<file path="src/rtl/time_ctrl_fsm_if.sv">
// rtl/time_ctrl_fsm_if.sv - button/tick/terminal-count inputs and count-strobe outputs of the time sequencer
interface time_ctrl_fsm_if;
    // Inputs to the sequencer
    logic       Tick;
    logic       ModeBtn;
    logic       IncBtn;
    logic       TcSecU;
    logic       TcSecT;
    logic       TcMinU;
    logic       TcMinT;
    logic       AlTcMinU;
    // Outputs from the sequencer
    logic       EnSecU;
    logic       EnSecT;
    logic       EnMinU;
    logic       EnMinT;
    logic       EnHr;
    logic       AlEnMinU;
    logic       AlEnMinT;
    logic       AlEnHr;
    logic       SecClrN;
    logic [2:0] State;
    logic       Blink;

    modport master (
        output Tick, ModeBtn, IncBtn, TcSecU, TcSecT, TcMinU, TcMinT, AlTcMinU,
        input  EnSecU, EnSecT, EnMinU, EnMinT, EnHr, AlEnMinU, AlEnMinT, AlEnHr,
        input  SecClrN, State, Blink
    );

    modport slave (
        input  Tick, ModeBtn, IncBtn, TcSecU, TcSecT, TcMinU, TcMinT, AlTcMinU,
        output EnSecU, EnSecT, EnMinU, EnMinT, EnHr, AlEnMinU, AlEnMinT, AlEnHr,
        output SecClrN, State, Blink
    );
endinterface

</file>
<file path="src/rtl/time_ctrl_fsm.sv">
// rtl/time_ctrl_fsm.sv - time-of-day sequencer: run cascade, hour/minute set modes, optional alarm set modes (ALARM_SET_EN)
module time_ctrl_fsm #(
    parameter int REPEAT_TICKS = 2,
    parameter int BLINK_TICKS  = 1
) (
    input  logic          Clk,
    input  logic          Clr,
    time_ctrl_fsm_if.slave bus
);

    localparam int RW = (REPEAT_TICKS < 1) ? 1 : $clog2(REPEAT_TICKS + 1);
    localparam int BW = (BLINK_TICKS > 1) ? $clog2(BLINK_TICKS) : 1;

    typedef enum logic [2:0] {
        S_RUN        = 3'd0,
        S_SET_HR     = 3'd1,
        S_SET_MIN    = 3'd2,
        S_SET_AL_HR  = 3'd3,
        S_SET_AL_MIN = 3'd4
    } state_t;

    state_t          state_q;
    state_t          state_d;

    logic            mode_q;
    logic            inc_q;
    logic [RW-1:0]   rpt_cnt;
    logic [BW-1:0]   blink_cnt;
    logic            blink_q;

    logic            en_sec_u_q, en_sec_t_q, en_min_u_q, en_min_t_q, en_hr_q;
    logic            al_en_min_u_q, al_en_min_t_q, al_en_hr_q;
    logic            sec_clr_n_q;

    logic            en_sec_u_d, en_sec_t_d, en_min_u_d, en_min_t_d, en_hr_d;
    logic            al_en_min_u_d, al_en_min_t_d, al_en_hr_d;
    logic            sec_clr_n_d;

    logic            mode_edge;
    logic            inc_edge;
    logic            in_set;
    logic            rpt_evt;
    logic            inc_evt;
    logic            cas_min_u;
    logic            cas_min_t;

    // History regs reset high, so a button held through reset produces no edge.
    assign mode_edge = bus.ModeBtn & ~mode_q;
    assign inc_edge  = bus.IncBtn  & ~inc_q;
    assign in_set    = (state_q != S_RUN);

    // Auto-repeat fires on every Tick once the button has been held REPEAT_TICKS Ticks.
    assign rpt_evt   = in_set & bus.IncBtn & bus.Tick & (rpt_cnt >= RW'(REPEAT_TICKS));
    assign inc_evt   = in_set & (inc_edge | rpt_evt) & ~mode_edge;

    // Carry chain of the run-mode cascade.
    assign cas_min_u = bus.TcSecU & bus.TcSecT;
    assign cas_min_t = cas_min_u & bus.TcMinU;

    // Next state and next registered strobes; a mode edge pre-empts any count.
    always_comb begin
        state_d       = state_q;
        en_sec_u_d    = 1'b0;
        en_sec_t_d    = 1'b0;
        en_min_u_d    = 1'b0;
        en_min_t_d    = 1'b0;
        en_hr_d       = 1'b0;
        al_en_min_u_d = 1'b0;
        al_en_min_t_d = 1'b0;
        al_en_hr_d    = 1'b0;
        sec_clr_n_d   = 1'b1;

        if (mode_edge) begin
            case (state_q)
                S_RUN: begin
                    state_d     = S_SET_HR;
                    sec_clr_n_d = 1'b0;
                end
                S_SET_HR:     state_d = S_SET_MIN;
`ifdef ALARM_SET_EN
                S_SET_MIN:    state_d = S_SET_AL_HR;
                S_SET_AL_HR:  state_d = S_SET_AL_MIN;
                S_SET_AL_MIN: state_d = S_RUN;
`else
                S_SET_MIN:    state_d = S_RUN;
`endif
                default:      state_d = S_RUN;
            endcase
        end else begin
            case (state_q)
                S_RUN: begin
                    if (bus.Tick) begin
                        en_sec_u_d = 1'b1;
                        en_sec_t_d = bus.TcSecU;
                        en_min_u_d = cas_min_u;
                        en_min_t_d = cas_min_t;
                        en_hr_d    = cas_min_t & bus.TcMinT;
                    end
                end
                S_SET_HR: begin
                    en_hr_d = inc_evt;
                end
                S_SET_MIN: begin
                    // Minutes wrap without carrying into hours while setting.
                    en_min_u_d = inc_evt;
                    en_min_t_d = inc_evt & bus.TcMinU;
                end
`ifdef ALARM_SET_EN
                S_SET_AL_HR: begin
                    al_en_hr_d = inc_evt;
                end
                S_SET_AL_MIN: begin
                    al_en_min_u_d = inc_evt;
                    al_en_min_t_d = inc_evt & bus.AlTcMinU;
                end
`endif
                default: begin
                end
            endcase
        end
    end

`ifndef ALARM_SET_EN
    logic unused_al_tc_min_u;
    assign unused_al_tc_min_u = bus.AlTcMinU;
`endif

    // State register, button history and registered output strobes.
    always_ff @(posedge Clk or negedge Clr) begin
        if (!Clr) begin
            state_q       <= S_RUN;
            mode_q        <= 1'b1;
            inc_q         <= 1'b1;
            en_sec_u_q    <= 1'b0;
            en_sec_t_q    <= 1'b0;
            en_min_u_q    <= 1'b0;
            en_min_t_q    <= 1'b0;
            en_hr_q       <= 1'b0;
            al_en_min_u_q <= 1'b0;
            al_en_min_t_q <= 1'b0;
            al_en_hr_q    <= 1'b0;
            sec_clr_n_q   <= 1'b1;
        end else begin
            state_q       <= state_d;
            mode_q        <= bus.ModeBtn;
            inc_q         <= bus.IncBtn;
            en_sec_u_q    <= en_sec_u_d;
            en_sec_t_q    <= en_sec_t_d;
            en_min_u_q    <= en_min_u_d;
            en_min_t_q    <= en_min_t_d;
            en_hr_q       <= en_hr_d;
            al_en_min_u_q <= al_en_min_u_d;
            al_en_min_t_q <= al_en_min_t_d;
            al_en_hr_q    <= al_en_hr_d;
            sec_clr_n_q   <= sec_clr_n_d;
        end
    end

    // Hold-time counter for auto-repeat; saturates, cleared on release and in RUN.
    always_ff @(posedge Clk or negedge Clr) begin
        if (!Clr) begin
            rpt_cnt <= '0;
        end else if (!bus.IncBtn || !in_set) begin
            rpt_cnt <= '0;
        end else if (bus.Tick && (rpt_cnt < RW'(REPEAT_TICKS))) begin
            rpt_cnt <= rpt_cnt + RW'(1);
        end
    end

    // Blink phase: toggles every BLINK_TICKS Ticks in set states, restarts low on any state change.
    always_ff @(posedge Clk or negedge Clr) begin
        if (!Clr) begin
            blink_cnt <= '0;
            blink_q   <= 1'b0;
        end else if (state_d != state_q) begin
            blink_cnt <= '0;
            blink_q   <= 1'b0;
        end else if (in_set && bus.Tick) begin
            if (blink_cnt == BW'(BLINK_TICKS - 1)) begin
                blink_cnt <= '0;
                blink_q   <= ~blink_q;
            end else begin
                blink_cnt <= blink_cnt + BW'(1);
            end
        end
    end

    assign bus.EnSecU   = en_sec_u_q;
    assign bus.EnSecT   = en_sec_t_q;
    assign bus.EnMinU   = en_min_u_q;
    assign bus.EnMinT   = en_min_t_q;
    assign bus.EnHr     = en_hr_q;
    assign bus.AlEnMinU = al_en_min_u_q;
    assign bus.AlEnMinT = al_en_min_t_q;
    assign bus.AlEnHr   = al_en_hr_q;
    assign bus.SecClrN  = sec_clr_n_q;
    assign bus.State    = state_q;
    assign bus.Blink    = blink_q;

endmodule
</file>
<file path="src/flat_wrapper.sv">
// flat-port wrapper written by rule: the top's interface ports become plain ports
module time_ctrl_fsm_flat 
#(
    parameter int REPEAT_TICKS = 2,
    parameter int BLINK_TICKS  = 1
)
  (Clk, Clr, bus_Tick, bus_ModeBtn, bus_IncBtn, bus_TcSecU, bus_TcSecT, bus_TcMinU, bus_TcMinT, bus_AlTcMinU, bus_EnSecU, bus_EnSecT, bus_EnMinU, bus_EnMinT, bus_EnHr, bus_AlEnMinU, bus_AlEnMinT, bus_AlEnHr, bus_SecClrN, bus_State, bus_Blink);
  time_ctrl_fsm_if bus_i ();
  input  logic Clk;
  input  logic Clr;
  input wire logic [$bits(bus_i.Tick)-1:0] bus_Tick;
  input wire logic [$bits(bus_i.ModeBtn)-1:0] bus_ModeBtn;
  input wire logic [$bits(bus_i.IncBtn)-1:0] bus_IncBtn;
  input wire logic [$bits(bus_i.TcSecU)-1:0] bus_TcSecU;
  input wire logic [$bits(bus_i.TcSecT)-1:0] bus_TcSecT;
  input wire logic [$bits(bus_i.TcMinU)-1:0] bus_TcMinU;
  input wire logic [$bits(bus_i.TcMinT)-1:0] bus_TcMinT;
  input wire logic [$bits(bus_i.AlTcMinU)-1:0] bus_AlTcMinU;
  output wire logic [$bits(bus_i.EnSecU)-1:0] bus_EnSecU;
  output wire logic [$bits(bus_i.EnSecT)-1:0] bus_EnSecT;
  output wire logic [$bits(bus_i.EnMinU)-1:0] bus_EnMinU;
  output wire logic [$bits(bus_i.EnMinT)-1:0] bus_EnMinT;
  output wire logic [$bits(bus_i.EnHr)-1:0] bus_EnHr;
  output wire logic [$bits(bus_i.AlEnMinU)-1:0] bus_AlEnMinU;
  output wire logic [$bits(bus_i.AlEnMinT)-1:0] bus_AlEnMinT;
  output wire logic [$bits(bus_i.AlEnHr)-1:0] bus_AlEnHr;
  output wire logic [$bits(bus_i.SecClrN)-1:0] bus_SecClrN;
  output wire logic [$bits(bus_i.State)-1:0] bus_State;
  output wire logic [$bits(bus_i.Blink)-1:0] bus_Blink;
  assign bus_i.Tick = bus_Tick;
  assign bus_i.ModeBtn = bus_ModeBtn;
  assign bus_i.IncBtn = bus_IncBtn;
  assign bus_i.TcSecU = bus_TcSecU;
  assign bus_i.TcSecT = bus_TcSecT;
  assign bus_i.TcMinU = bus_TcMinU;
  assign bus_i.TcMinT = bus_TcMinT;
  assign bus_i.AlTcMinU = bus_AlTcMinU;
  assign bus_EnSecU = bus_i.EnSecU;
  assign bus_EnSecT = bus_i.EnSecT;
  assign bus_EnMinU = bus_i.EnMinU;
  assign bus_EnMinT = bus_i.EnMinT;
  assign bus_EnHr = bus_i.EnHr;
  assign bus_AlEnMinU = bus_i.AlEnMinU;
  assign bus_AlEnMinT = bus_i.AlEnMinT;
  assign bus_AlEnHr = bus_i.AlEnHr;
  assign bus_SecClrN = bus_i.SecClrN;
  assign bus_State = bus_i.State;
  assign bus_Blink = bus_i.Blink;
  time_ctrl_fsm #(.REPEAT_TICKS(REPEAT_TICKS), .BLINK_TICKS(BLINK_TICKS)) u_core (.Clk(Clk), .Clr(Clr), .bus(bus_i));
endmodule
</file>
<file path="config.mk">
export PLATFORM = sky130hd
export DESIGN_NAME = time_ctrl_fsm_flat
export DESIGN_NICKNAME = d
export VERILOG_FILES = /design/src/rtl/time_ctrl_fsm_if.sv /design/src/rtl/time_ctrl_fsm.sv /design/src/flat_wrapper.sv
export SDC_FILE = /design/constraint.sdc
export NUM_CORES = 1
export LEC_CHECK = 0
export ABC_AREA = 1
export BUFFER_PORTS_ARGS = -buffer_cell sky130_fd_sc_hd__buf_2
export CELL_PAD_IN_SITES_DETAIL_PLACEMENT = 1
export CELL_PAD_IN_SITES_GLOBAL_PLACEMENT = 2
export CORE_MARGIN = 5
export CORE_UTILIZATION = 30
export CTS_BUF_LIST = sky130_fd_sc_hd__clkbuf_2
export DETAILED_ROUTE_END_ITERATION = 10
export PLACE_DENSITY = 0.93
export SLEW_MARGIN = 25
export SYNTH_ARGS = -nofsm -noshare
export SYNTH_HDL_FRONTEND = slang
export SYNTH_SLANG_ARGS = --single-unit
</file>
<file path="constraint.sdc">
create_clock -name Clk -period 3.4 [get_ports Clk]
set_input_delay 0.34 -clock Clk [delete_from_list [all_inputs] [get_ports Clk]]
set_output_delay 0.34 -clock Clk [all_outputs]
set_load 0.01 [all_outputs]
</file>
==> results.sh <==
export IMPL_outcome="complete, no violations"
export IMPL_multi_input_area_sq_um=213
export IMPL_path_delay_family="simple AND/OR/NAND/NOR gates"
export IMPL_io_pin_count=23
export IMPL_dieHeight_um=56.0
export IMPL_yosys_area_top_type="dfrtp_1"
export IMPL_antenna_found_initial=0
export IMPL_holdPathEnd="u_core.mode_q$_DFF_PN1_"
export IMPL_synth_most_common_cell="dfrtp_1"
export IMPL_ys_warnings_count=0
export IMPL_fp_coreArea_sq_mm=0.00198
export IMPL_cts_hold_buf=1
export IMPL_skew_ns=0.000551
export IMPL_period_share_pct=36.8
export IMPL_cts_tree="yes"
export IMPL_routed_wl_um=1350
export IMPL_holdWs_ns=0.183
export IMPL_grt_pass1_vias=555
export IMPL_syn_avg_cell_area_sq_um=8.93
export IMPL_min_path_type="primary input to flop"
export IMPL_ff2ff_path_depth=7
export IMPL_crit_path_max_incr_delay_ns=0.45
export IMPL_drtIter0Drc=4
export IMPL_synth_distinct_cells=20
export IMPL_min_from="bus_ModeBtn"
export IMPL_clock_sinks=14
export IMPL_die_width_um=56.0
export IMPL_vias=509
export IMPL_place_detailed_hpwl_um=1110
export IMPL_fmax_ghz=0.799
export IMPL_synth_flop_cell="dfrtp_1"
export IMPL_min_path_cells=1
export IMPL_synthArstFlopShare_pct=100
export IMPL_via_per_inst=4.24
export IMPL_critPathArrivalTime_ns=1.45
export IMPL_cts_clk_slew_worst_paths_ns=0.13
export IMPL_drc_errors=0
export IMPL_p_leak_nw=0.434
export IMPL_synth_edf_count=0
export IMPL_switching_power_w=0.000117
export IMPL_worst_r2r_startpoint="u_core.bus.State[2]$_DFF_PN0_"
export IMPL_regToRegSetupSlack_ns=2.15
export IMPL_power_frac_clock_pct=20.9
export IMPL_r2r_end="u_core.bus.EnMinT$_DFF_PN0_"
export IMPL_antenna_left=0
export IMPL_drive_above_1_share_pct=36.6
export IMPL_path_buf_inv=0
export IMPL_startpoint_type="flop"
export IMPL_initial_core_util_pct=32.0
export IMPL_hold_viol=0
export IMPL_intPower_w=0.000242
export IMPL_antenna_cells_inserted=0
export IMPL_postCtsResizedCells=0
export IMPL_rsz0062_at_grt="false"
export IMPL_insertion_delay_ns=0.26
export IMPL_portBuffers=18
export IMPL_track_usage_pct=9.12
export IMPL_crit_path_top_delay_cell="dfrtp_1"
export IMPL_tns_ns=0
export IMPL_synth_top_cells_by_area="dfrtp_1 (43%), dfstp_2 (12%), inv_1 (5.9%)"
export IMPL_crit_path_cell_trace="nor2_2 -> nand2_4 -> nor2_2 -> nand2_1 -> nand2_1 -> nand2_1 -> nor2_2"
export IMPL_final_seq_area_sq_um=354
export IMPL_power_frac_seq_pct=54.4
export IMPL_postCtsSetupRepairBufs=0
export IMPL_cap_violations=0
export IMPL_largest_reg_flops=3
export IMPL_fin_crit_ns=1.25
export IMPL_syn_to_final_growth_pct=21.7
export IMPL_yosysTopAreaCellShare_pct=43.4
export IMPL_clockBufferDepth=2
export IMPL_worstSetupPathType="flop to flop"
export IMPL_yosys_top_cells_count="dfrtp_1 (11), inv_1 (10), nand2_1 (10), nand3_1 (6), nor2_1 (6)"
export IMPL_n_fill_cell=245
export IMPL_crit_fanout=7
export IMPL_root_buffer="clkbuf_2"
export IMPL_numCtsBuffers=3
export IMPL_setup_violations=0
export IMPL_h_tree_depth=1
export IMPL_slew_violations=0
export IMPL_syn_area_sq_um=634
export IMPL_crit_cells=7
export IMPL_ys_ff_latch=14
export IMPL_switching_share_pct=32.5
export IMPL_dieArea_sq_mm=0.00313
export IMPL_power_frac_comb_pct=24.6
export IMPL_firstDrtPassIters=4
export IMPL_gp_congestion=0.703
export IMPL_row_count=16
export IMPL_syn_inst=71
export IMPL_fin_nets=105
export IMPL_grt_max_degree=15
export IMPL_powerDensity_mw_per_mm2=464
export IMPL_cp_required_ns=3.60
export IMPL_overflow=0
export IMPL_end_kind="flop"
export IMPL_irDropWorstVdd_uv=183
export IMPL_seq_area_frac_synth_pct=55.8
export IMPL_grt_pass1_wl_um=2270
export IMPL_wire_per_inst_um=11.2
[per-stage QoR]
| step | instances | total power [W] | utilization, % | setup WS [ns] | cell area (sq um) |
|---|---|---|---|---|---|
| 3_5_place_dp | 115 | 0.000287 | 37.5 | 2.13 | 743 |
| 4_1_cts | 120 | 0.000363 | 39.0 | 2.13 | 772 |
| 3_3_place_gp | 115 | 0.000283 | 37.5 | 2.17 | 743 |
| 2_1_floorplan | 73 | 0.000255 | - | 2.24 | 642 |
| 5_1_grt | 120 | 0.000384 | 39.0 | 2.03 | 772 |
| 6_report | 120 | 0.000358 | 39.0 | 2.15 | 772 |
[cell families (layout without fill, tap and decap cells)]
group	Yosys count	in the layout	share of synthesized area, %
xor+xnor	1	1	1.38
compound gates	4	4	3.15
buf+inv	17	37	11.8
flops	14	14	55.8
other cells	1	3	0.591
fa+ha+maj	1	1	1.97
simple gates	33	33	25.2
[power groups by stage]
stage          clock [W]  combinational (W)  sequential [W]
2_1_floorplan          0          0.0000513        0.000203
3_3_place_gp           0          0.0000855        0.000197
3_5_place_dp           0          0.0000887        0.000198
4_1_cts        0.0000777          0.0000901        0.000195
5_1_grt        0.0000861           0.000101        0.000197
6_report       0.0000750          0.0000882        0.000195
[layer usage]
metal / up-vias / GRT usage [%] / share of wire (%)
met3: 2 / 2.09 / 4.7
met2: 10 / 16.5 / 55
met4: 0 / 5.08 / 1.6
met5: - / 0 / 0
li1: 254 / - / -
met1: 243 / 9.53 / 39
[layout by cell type, fill, tap and decap left out, types with 3 or more instances in the layout]
cell type,netlist,layout
inv_1,10,10
nor2_2,5,5
nand3_1,6,6
nor2_1,6,6
nand2_1,10,10
conb_1,1,3
nor3_1,3,3
dfstp_2,3,3
clkbuf_2,0,3
inv_2,3,3
buf_2,0,18
dfrtp_1,11,11
[layout make-up]
class,instances,area share (%)
Clock buffer,3,1.94
Clock inverter,1,0.486
Inverter,14,6.81
Multi-Input combinational cell,42,27.6
Sequential cell,14,45.9
Tap cell,27,4.38
Timing Repair Buffer,19,13.0
[worst reg2reg max path, delay by kind of cell (launching register included)]
kind             cells  cell delay, ns
flip-flops           1            0.45
AND/OR/NAND/NOR      7            0.75
[how the worst max path moves through the flow]
stage,startpoint,slack [ns],endpoint
6_report,u_core.bus.State[2]$_DFF_PN0_,2.15,u_core.bus.EnMinT$_DFF_PN0_
4_1_cts,u_core.bus.SecClrN$_DFF_PN1_,2.13,bus_SecClrN
2_1_floorplan,u_core.bus.State[2]$_DFF_PN0_,2.24,u_core.bus.EnMinU$_DFF_PN0_
3_3_place_gp,bus_ModeBtn,2.17,u_core.bus.EnMinU$_DFF_PN0_
3_5_place_dp,bus_ModeBtn,2.13,u_core.bus.EnMinU$_DFF_PN0_
5_1_grt,u_core.rpt_cnt[0]$_DFFE_PN0P_,2.03,u_core.bus.EnMinT$_DFF_PN0_
No activity file was read; power rests on OpenSTA's default activity.
